**src/rtl/bram_fifo_pkg.sv**
```systemverilog
// Shared types and helpers for the block-RAM first-word-fall-through FIFO.
package bram_fifo_pkg;

   typedef struct packed {
      logic almost_full;
      logic almost_empty;
      logic overflow;
   } fifo_flags_t;

   localparam fifo_flags_t FLAGS_RESET = '{almost_full: 1'b0, almost_empty: 1'b1, overflow: 1'b0};

   function automatic int unsigned ptr_width(input int unsigned depth);
      return $clog2(depth);
   endfunction

endpackage

```
**src/rtl/bram_fifo_sdp_ram.sv**
```systemverilog
// Simple dual-port synchronous RAM; the read-data register doubles as the FIFO head register.
module sdp_ram_sync #(
   parameter int DATA_WIDTH = 8,
   parameter int ADDR_WIDTH = 8
)(
   input  logic                  i_clk,
   input  logic                  i_rst_n,
   input  logic                  i_clr,
   input  logic                  i_wr_en,
   input  logic [ADDR_WIDTH-1:0] i_wr_addr,
   input  logic [DATA_WIDTH-1:0] i_wr_data,
   input  logic                  i_rd_en,
   input  logic [ADDR_WIDTH-1:0] i_rd_addr,
   output logic [DATA_WIDTH-1:0] o_rd_data
);

   localparam int NUM_WORDS = 1 << ADDR_WIDTH;

   logic [DATA_WIDTH-1:0] mem_r [0:NUM_WORDS-1];
   logic [DATA_WIDTH-1:0] rd_data_r;

   // Storage array: no reset so the tools can map it onto block RAM.
   always_ff @(posedge i_clk) begin
      if (i_wr_en) begin
         mem_r[i_wr_addr] <= i_wr_data;
      end
   end

   // Output register: holds its value unless a new head is loaded.
   always_ff @(posedge i_clk or negedge i_rst_n) begin
      if (!i_rst_n) begin
         rd_data_r <= {DATA_WIDTH{1'b0}};
      end else if (i_clr) begin
         rd_data_r <= {DATA_WIDTH{1'b0}};
      end else if (i_rd_en) begin
         rd_data_r <= mem_r[i_rd_addr];
      end
   end

   assign o_rd_data = rd_data_r;

endmodule

```
**src/rtl/bram_fifo.sv**
```systemverilog
// First-word-fall-through FIFO: pointer, occupancy and flag control around sdp_ram_sync.
module bram_fifo
   import bram_fifo_pkg::*;
#(
   parameter  int DATA_WIDTH    = 8,
   parameter  int DEPTH         = 256,
   parameter  int AFULL_THRESH  = DEPTH - 4,
   parameter  int AEMPTY_THRESH = 4,
   localparam int ADDR_WIDTH    = ptr_width(DEPTH)
)(
   input  logic                  i_clk,
   input  logic                  i_rst_n,
   input  logic                  i_clr,
   input  logic                  i_wr_valid,
   output logic                  o_wr_ready,
   input  logic [DATA_WIDTH-1:0] i_wr_data,
   output logic                  o_rd_valid,
   input  logic                  i_rd_ready,
   output logic [DATA_WIDTH-1:0] o_rd_data,
   output logic [ADDR_WIDTH:0]   o_count,
   output logic                  o_almost_full,
   output logic                  o_almost_empty,
   output logic                  o_overflow
);

   typedef logic [ADDR_WIDTH:0]   count_t;
   typedef logic [ADDR_WIDTH-1:0] ptr_t;

   localparam count_t DEPTH_C  = count_t'(DEPTH);
   localparam count_t AFULL_C  = count_t'(AFULL_THRESH);
   localparam count_t AEMPTY_C = count_t'(AEMPTY_THRESH);
   localparam ptr_t   PTR_ONE  = ptr_t'(1'b1);

   count_t      count_r, count_nxt_s, ram_cnt_s;
   ptr_t        wr_ptr_r, rd_ptr_r, wr_ptr_nxt_s, rd_ptr_nxt_s;
   logic        rd_valid_r, rd_valid_nxt_s;
   logic        wr_ready_r, wr_ready_nxt_s;
   fifo_flags_t flags_r, flags_nxt_s;
   logic        push_s, pop_s, load_s, ram_wr_en_s, ram_rd_en_s;

   // Next-state logic; the head register counts toward occupancy but not toward RAM contents.
   always_comb begin
      push_s       = i_wr_valid & wr_ready_r;
      pop_s        = rd_valid_r & i_rd_ready;
      ram_cnt_s    = count_r - count_t'(rd_valid_r);
      load_s       = (ram_cnt_s != {(ADDR_WIDTH+1){1'b0}}) & (~rd_valid_r | pop_s);
      count_nxt_s  = count_r + count_t'(push_s) - count_t'(pop_s);
      wr_ptr_nxt_s = push_s ? (wr_ptr_r + PTR_ONE) : wr_ptr_r;
      rd_ptr_nxt_s = load_s ? (rd_ptr_r + PTR_ONE) : rd_ptr_r;
      ram_wr_en_s  = push_s & ~i_clr;
      ram_rd_en_s  = load_s & ~i_clr;

      if (load_s) begin
         rd_valid_nxt_s = 1'b1;
      end else if (pop_s) begin
         rd_valid_nxt_s = 1'b0;
      end else begin
         rd_valid_nxt_s = rd_valid_r;
      end

      wr_ready_nxt_s           = (count_nxt_s < DEPTH_C);
      flags_nxt_s.almost_full  = (count_nxt_s >= AFULL_C);
      flags_nxt_s.almost_empty = (count_nxt_s <= AEMPTY_C);
      flags_nxt_s.overflow     = flags_r.overflow | (i_wr_valid & ~wr_ready_r);
   end

   // Control registers; flush returns everything except the RAM array to the reset state.
   always_ff @(posedge i_clk or negedge i_rst_n) begin
      if (!i_rst_n) begin
         count_r    <= {(ADDR_WIDTH+1){1'b0}};
         wr_ptr_r   <= {ADDR_WIDTH{1'b0}};
         rd_ptr_r   <= {ADDR_WIDTH{1'b0}};
         rd_valid_r <= 1'b0;
         wr_ready_r <= 1'b1;
         flags_r    <= FLAGS_RESET;
      end else if (i_clr) begin
         count_r    <= {(ADDR_WIDTH+1){1'b0}};
         wr_ptr_r   <= {ADDR_WIDTH{1'b0}};
         rd_ptr_r   <= {ADDR_WIDTH{1'b0}};
         rd_valid_r <= 1'b0;
         wr_ready_r <= 1'b1;
         flags_r    <= FLAGS_RESET;
      end else begin
         count_r    <= count_nxt_s;
         wr_ptr_r   <= wr_ptr_nxt_s;
         rd_ptr_r   <= rd_ptr_nxt_s;
         rd_valid_r <= rd_valid_nxt_s;
         wr_ready_r <= wr_ready_nxt_s;
         flags_r    <= flags_nxt_s;
      end
   end

   sdp_ram_sync #(
      .DATA_WIDTH (DATA_WIDTH),
      .ADDR_WIDTH (ADDR_WIDTH)
   ) u_ram (
      .i_clk     (i_clk),
      .i_rst_n   (i_rst_n),
      .i_clr     (i_clr),
      .i_wr_en   (ram_wr_en_s),
      .i_wr_addr (wr_ptr_r),
      .i_wr_data (i_wr_data),
      .i_rd_en   (ram_rd_en_s),
      .i_rd_addr (rd_ptr_r),
      .o_rd_data (o_rd_data)
   );

   assign o_count        = count_r;
   assign o_wr_ready     = wr_ready_r;
   assign o_rd_valid     = rd_valid_r;
   assign o_almost_full  = flags_r.almost_full;
   assign o_almost_empty = flags_r.almost_empty;
   assign o_overflow     = flags_r.overflow;

endmodule

```
**config.mk**
```make
export PLATFORM = sky130hd
export DESIGN_NAME = bram_fifo
export DESIGN_NICKNAME = d
export VERILOG_FILES = /design/src/rtl/bram_fifo_pkg.sv /design/src/rtl/bram_fifo_sdp_ram.sv /design/src/rtl/bram_fifo.sv
export SDC_FILE = /design/constraint.sdc
export NUM_CORES = 2
export LEC_CHECK = 0
export CAP_MARGIN = 20
export CORE_UTILIZATION = 57
export DETAILED_ROUTE_END_ITERATION = 10
export PLACE_DENSITY = 0.75
export SLEW_MARGIN = 20
export SYNTH_ARGS = -nofsm -noshare
export SYNTH_HDL_FRONTEND = slang
export SYNTH_SLANG_ARGS = --single-unit
```
**constraint.sdc**
```tcl
create_clock -name i_clk -period 2.65 [get_ports i_clk]
set_input_delay 0.3975 -clock i_clk [delete_from_list [all_inputs] [get_ports i_clk]]
set_output_delay 0.3975 -clock i_clk [all_outputs]
set_load 0.03 [all_outputs]
```
Word-level counts from Yosys, hierarchy flattened:

Memory sizes are Yosys's and may differ from the RTL's.
Index checks and enable logic that the tools add are counted.

* bitwise logic cells: 11
* order comparisons: 3
* reduce and logical (&&, ||, !) cells: 5
* multiplexer cells: 14
* add/subtract/negate cells: 5

Operators with widths (count)
* 2-to-1 mux 8 bit: 6
* subtractor 9 x 1 -> 9 bit: 2
* adder 8 x 1 -> 8 bit (second input constant): 2
* adder 9 x 1 -> 9 bit: 1
* >= comparator 9 x 8 -> 1 bit (second input constant): 1
* less-or-equal comparator 9 x 3 -> 1 bit (second input constant): 1
* < comparator 9 bit (second input constant): 1
* 2-to-1 mux 9 bit: 1
* nonzero test 9 bit: 1
* AND 1 bit: 6
* 2-to-1 mux 1 bit: 6
* nonzero test 2 bit: 3
* 2-to-1 mux 3 bit: 1
* inverter 1 bit: 3
* nonzero test 3 bit: 1
* bitwise OR 1 bit: 2

* register bits after elaboration: 38
* output and inout port bits: 22
* word-level logic and storage cells: 48
* RAM bits: 2048
* bits of input ports: 13
* memories: 1

Memory list
* u_ram.mem_r: depth 256, width 8, rd ports 1, clocked after memory_dff 0, write ports 1, RTL line bram_fifo_sdp_ram.sv:19 `logic [DATA_WIDTH-1:0] mem_r [0:NUM_WORDS-1];`

Logic depth before layout (Yosys ltp):

* depth after elaboration: 6
* depth in mapped cells: 13
* gate-level depth less buffers: 12

Modules after synthesis:

Synthesis repeated with hierarchy kept, for this count alone.

* cell total of the unflattened synthesis: 4049
* area total of the unflattened synthesis: 82165.1 um2

By module, submodules not included
* sdp_ram_sync: instances 1, area an instance 80259.5 um2, cells an instance 3851, seq. area each 61699.2 um2
* bram_fifo: instances 1, area an instance 1905.6 um2, cells an instance 198, seq. area each 753.2 um2

Least setup slack after synthesis:

No wires, ideal clock.

* path kind: reg-to-reg
* start: reg wr_ready_r, in the netlist o_wr_ready
* end: reg flags_r, in the netlist o_almost_full
* buffers on the path: 1
* data required time: 2549 ps
* arrival: 2977 ps
* path slack: -428 ps
* stages on the path, launching flop included: 13
* clock period less this slack: 3078 ps
* library setup time: 101 ps
* cells stage by stage: dfstp_2 nand2_1 clkbuf_1 ha_1 inv_1 ha_1 fa_1 nand2b_1 a21oi_1 nor2_1 xnor2_1 or4b_2 o32ai_1

* cells in the longest elaborated chain, start to end: 5

Ends and longest elaborated chain
* from (decl): RTL line bram_fifo.sv:37 `logic wr_ready_r, wr_ready_nxt_s;`
* from (signal assigned): RTL line bram_fifo.sv:88 `wr_ready_r <= wr_ready_nxt_s;`
* AND 1 bit: RTL line bram_fifo.sv:43 `push_s = i_wr_valid & wr_ready_r;`
* adder 9 x 1 -> 9 bit: RTL line bram_fifo.sv:47 `count_nxt_s = count_r + count_t'(push_s) - count_t'(pop_s);`
* subtractor 9 x 1 -> 9 bit: RTL line bram_fifo.sv:47
* >= comparator 9 x 8 -> 1 bit: RTL line bram_fifo.sv:62 `flags_nxt_s.almost_full = (count_nxt_s >= AFULL_C);`
* 2-to-1 mux 3 bit: RTL line bram_fifo.sv:76 `end else if (i_clr) begin`
* to (signal assigned): RTL line bram_fifo.sv:89 `flags_r <= flags_nxt_s;`
* to (decl): RTL line bram_fifo.sv:38 `fifo_flags_t flags_r, flags_nxt_s;`

Every way passes these cells.
A chain may end at the register's enable or synchronous reset.

Worst setup path after layout:

* start: reg rd_ptr_r[0]
* end: reg u_ram.rd_data_r[7], in the netlist u_ram.o_rd_data[7]

* cells in the longest elaborated chain, start to end: 3

Ends and longest elaborated chain
* from (decl): RTL line bram_fifo.sv:35 `ptr_t wr_ptr_r, rd_ptr_r, wr_ptr_nxt_s, rd_ptr_nxt_s;`
* from (signal assigned): RTL line bram_fifo.sv:72 `rd_ptr_r <= {ADDR_WIDTH{1'b0}};`
* from (signal assigned): RTL line bram_fifo.sv:79 `rd_ptr_r <= {ADDR_WIDTH{1'b0}};`
* from (signal assigned): RTL line bram_fifo.sv:86 `rd_ptr_r <= rd_ptr_nxt_s;`
* memory read (256 x 8 bit)
* 2-to-1 mux 8 bit: RTL line bram_fifo_sdp_ram.sv:35 `end else if (i_rd_en) begin`
* 2-to-1 mux 8 bit: RTL line bram_fifo_sdp_ram.sv:33 `end else if (i_clr) begin`
* to (signal assigned): RTL line bram_fifo_sdp_ram.sv:32 `rd_data_r <= {DATA_WIDTH{1'b0}};`
* to (signal assigned): RTL line bram_fifo_sdp_ram.sv:34 `rd_data_r <= {DATA_WIDTH{1'b0}};`
* to (signal assigned): RTL line bram_fifo_sdp_ram.sv:36 `rd_data_r <= mem_r[i_rd_addr];`
* to (decl): RTL line bram_fifo_sdp_ram.sv:20 `logic [DATA_WIDTH-1:0] rd_data_r;`

Every way passes these cells. The select of a mux whose other input is x is not followed.

==> results.toml <==
[drt]
vias = 43300
routed_via_density = 6.55
wl_per_cell_um = 30.9
drt_iter0_markers = 6002
drt_pass1_iterations = 5
drt-total-wl_mm = 204
drc = 0
ant_nets = 0

[logic_synthesis]
synth.distinct_cells = 63
ys_warn_count = 0
synth_flop_cell = "edfxtp_1"
ys_seq_elements = 2086
synth-async-reset-ratio_pct = 1.82
syn_inst = 3853
ys_seq_area_share_pct = 76.9
synth_edf_count = 2048
syn-num-nets = 3888
avgSynthCellArea_um2 = 21.1
syn_area_um2 = 81200

[critical_path]
cp.required_ns = 3.36
r2r_cells = 11
r2r_start = "rd_ptr_r[0]"
cp.arrival_ns = 3.81
critPathKind = "flip-flop to flip-flop"
setup.worst_path.start = "rd_ptr_r[0]"
crit_path_end_kind = "flip-flop"
worstReg2RegEnd = "u_ram.o_rd_data[7]"
r2r_setup_slack_ns = -0.45
crit_fanout = 8
startpoint_type = "flip-flop"
crit_path_end = "u_ram.o_rd_data[7]"

[global_route]
grt_overflow_total = 0
grt_first_pass_wirelength_mm = 293
antenna_found_initial = 4
grt_max_degree = 88
grt_usage_pct = 28.6
grt_pass1_vias = 43300

[cells_and_area]
syn2layout_area_growth_pct = 18.5
final_nets = 4606
layout_commonest_cell = "edfxtp_1"
drive_gt1_share_pct = 33.6
nFillCells = 8262
layout_common_cells = "2,048 x edfxtp_1, 607 x buf_4, 455 x mux4_2, 294 x nor2_1, 197 x clkbuf_16"
final_area_um2 = 96200
fin_util_pct = 68.0

[placed_design]
place_ws_ns = -0.546
place_congestion = 0.897
portBuffers = 34
post-dp-hpwl_mm = 127
postPlaceCellArea_um2 = 88700

[pwr]
total_power_w = 0.0790
powerDensity_nw_per_um2 = 821
power_leakage_nw = 31.2
ir_worst_vdd_v = 0.000748

[clock_network]
clk_pin_slew_ns = 0.06
htree_levels = 4
clk_path_buf_depth = 3
cts_sinks = 2086
cts_tree = "done"
numCtsBuffers = 195
clkLatencyLatePin_ns = 0.84
cts_root_buf = "clkbuf_16"

[die]
die_x_um = 379
chipHeight_um = 379
rows = 138
core_um2 = 141000
io_pins = 35
initial_core_util_pct = 57.4
dieArea_um2 = 144000

[timing]
min_period_ns = 3.10
slew_headroom_pct = 41.0
rsz0062_at_grt = "true"
slew_violations = 0
final.setup_skew_ns = 0.0500
hold_viol = 0
setup_viol = 10
fmax_mhz = 322
worst_pin_slew_ns = 0.885
setup_tns_ns = -2.71
layout_setup_ws_ns = -0.453
finalCritPeriodShare_pct = 117

[run_status]
violations = "setup timing"
status = "finished with violations"

[run]
cap_violations = 0

[min_path]
hold_depth = 1
hp-class = "input port to flip-flop"
## synthesized netlist by cell type (6+ instances only)
library cell	n	share of area (%)
edfxtp_1	2048	76
buf_1	15	0.069
o21ai_1	6	0.037
nand4_1	7	0.054
or4_1	9	0.083
nor3_1	18	0.11
a32o_1	6	0.074
dfrtp_1	36	1.1
a211oi_1	14	0.13
nor2b_1	18	0.14
a22o_1	58	0.63
o22ai_1	35	0.27
xor2_1	9	0.097
o211ai_1	10	0.092
inv_1	22	0.10
nor2_1	296	1.4
mux4_1	8	0.26
a221oi_1	44	0.47
ha_1	21	0.32
a22oi_1	71	0.66
mux2i_1	121	1.5
mux4_2	453	13
o221ai_1	52	0.56
nand2_1	60	0.28
buf_2	34	0.21
xnor2_1	15	0.16
buf_6	35	0.49
a21oi_1	60	0.37
buf_4	34	0.31
o21ai_0	11	0.068
clkbuf_1	119	0.55
nand4b_1	8	0.086
nand3_1	33	0.20
## cell families (layout without fill, tap and decap cells)
logic type | Yosys count | count (layout) | synth area share [%]
XOR/XNOR | 24 | 24 | 0.259
flip-flops | 2086 | 2086 | 76.9
adder cells (fa/ha/maj) | 22 | 22 | 0.348
AO/OA/AOI/OAI | 390 | 390 | 3.64
multiplexers | 587 | 587 | 14.4
other | 0 | 1 | 0
buffers and inverters | 264 | 1132 | 1.83
AND/OR/NAND/NOR | 480 | 480 | 2.59
## repair_timing
item	CTS	global route
setup endpoints to repair	11	13
gates cloned	6	1
hold buffers	2	0
setup buffers	20	17
hold endpoints to repair	32	0
pin swaps	27	17
resized for setup	98	73
## worst min-delay path by stage
stage,startpoint,to,slack (ns)
after floorplan,i_rst_n,o_almost_full,0.10
after global placement,o_overflow,o_overflow,0.48
after detailed placement,o_overflow,o_overflow,0.50
after CTS,i_wr_data[0],u_ram.mem_r[69][0],0.03
after global routing,i_wr_data[0],u_ram.mem_r[93][0],0.06
final,i_wr_data[0],u_ram.mem_r[76][0],0.08
## final cells by class
type | instances | area, µm² | area share (%)
Tap cell | 1890 | 2360 | 2.46
Inverter | 23 | 86.3 | 0.0898
Antenna cell | 1 | 2.50 | 0.00260
Clock buffer | 250 | 5200 | 5.40
Clock inverter | 97 | 866 | 0.900
Sequential cell | 2086 | 62500 | 65.0
Timing Repair Buffer | 762 | 7270 | 7.56
Multi-Input combinational cell | 1503 | 17900 | 18.6
## where the power goes
group          internal, W  switching [W]  leakage [nW]
registers           0.0364       0.000205          18.9
logic              0.00777        0.00787          9.39
clock network       0.0148         0.0119          2.95
total               0.0590         0.0200          31.2
## worst max-delay path: stages, from the launching register on
cell and delay [ns]:
dfrtp_4 0.45, buf_12 0.18, buf_8 0.17, buf_6 0.17, mux4_2 0.56, a221oi_2 0.38, buf_4 0.21, o22ai_1 0.08
o21ai_1 0.15, buf_4 0.16, o211ai_1 0.15, a211o_1 0.28
## per-stage QoR
step	hold slack, ns	instances
after global routing	0.0610	6611
final	0.0752	6612
after CTS	0.0271	6593
after global placement	0.478	6218
after detailed placement	0.496	6218
after floorplan	0.102	3853
## sequential cells by signal, indices dropped and copies added, names as in the netlist
register / count
rd_ptr_r: 8
o_almost_empty: 1
u_ram.mem_r: 2048
o_count: 9
wr_ptr_r: 8
u_ram.o_rd_data: 8
o_wr_ready: 1
o_rd_valid: 1
o_overflow: 1
o_almost_full: 1
## per-layer routing
metal / global-route usage [%] / part of all wire (%) / vias up
li1: - / - / 17600
met5: 0 / 0.023 / -
met4: 11.5 / 4.2 / 6
met2: 45.9 / 49 / 2768
met1: 38.7 / 36 / 22500
met3: 6.04 / 10 / 473
No activity file was read; power rests on OpenSTA's default activity.
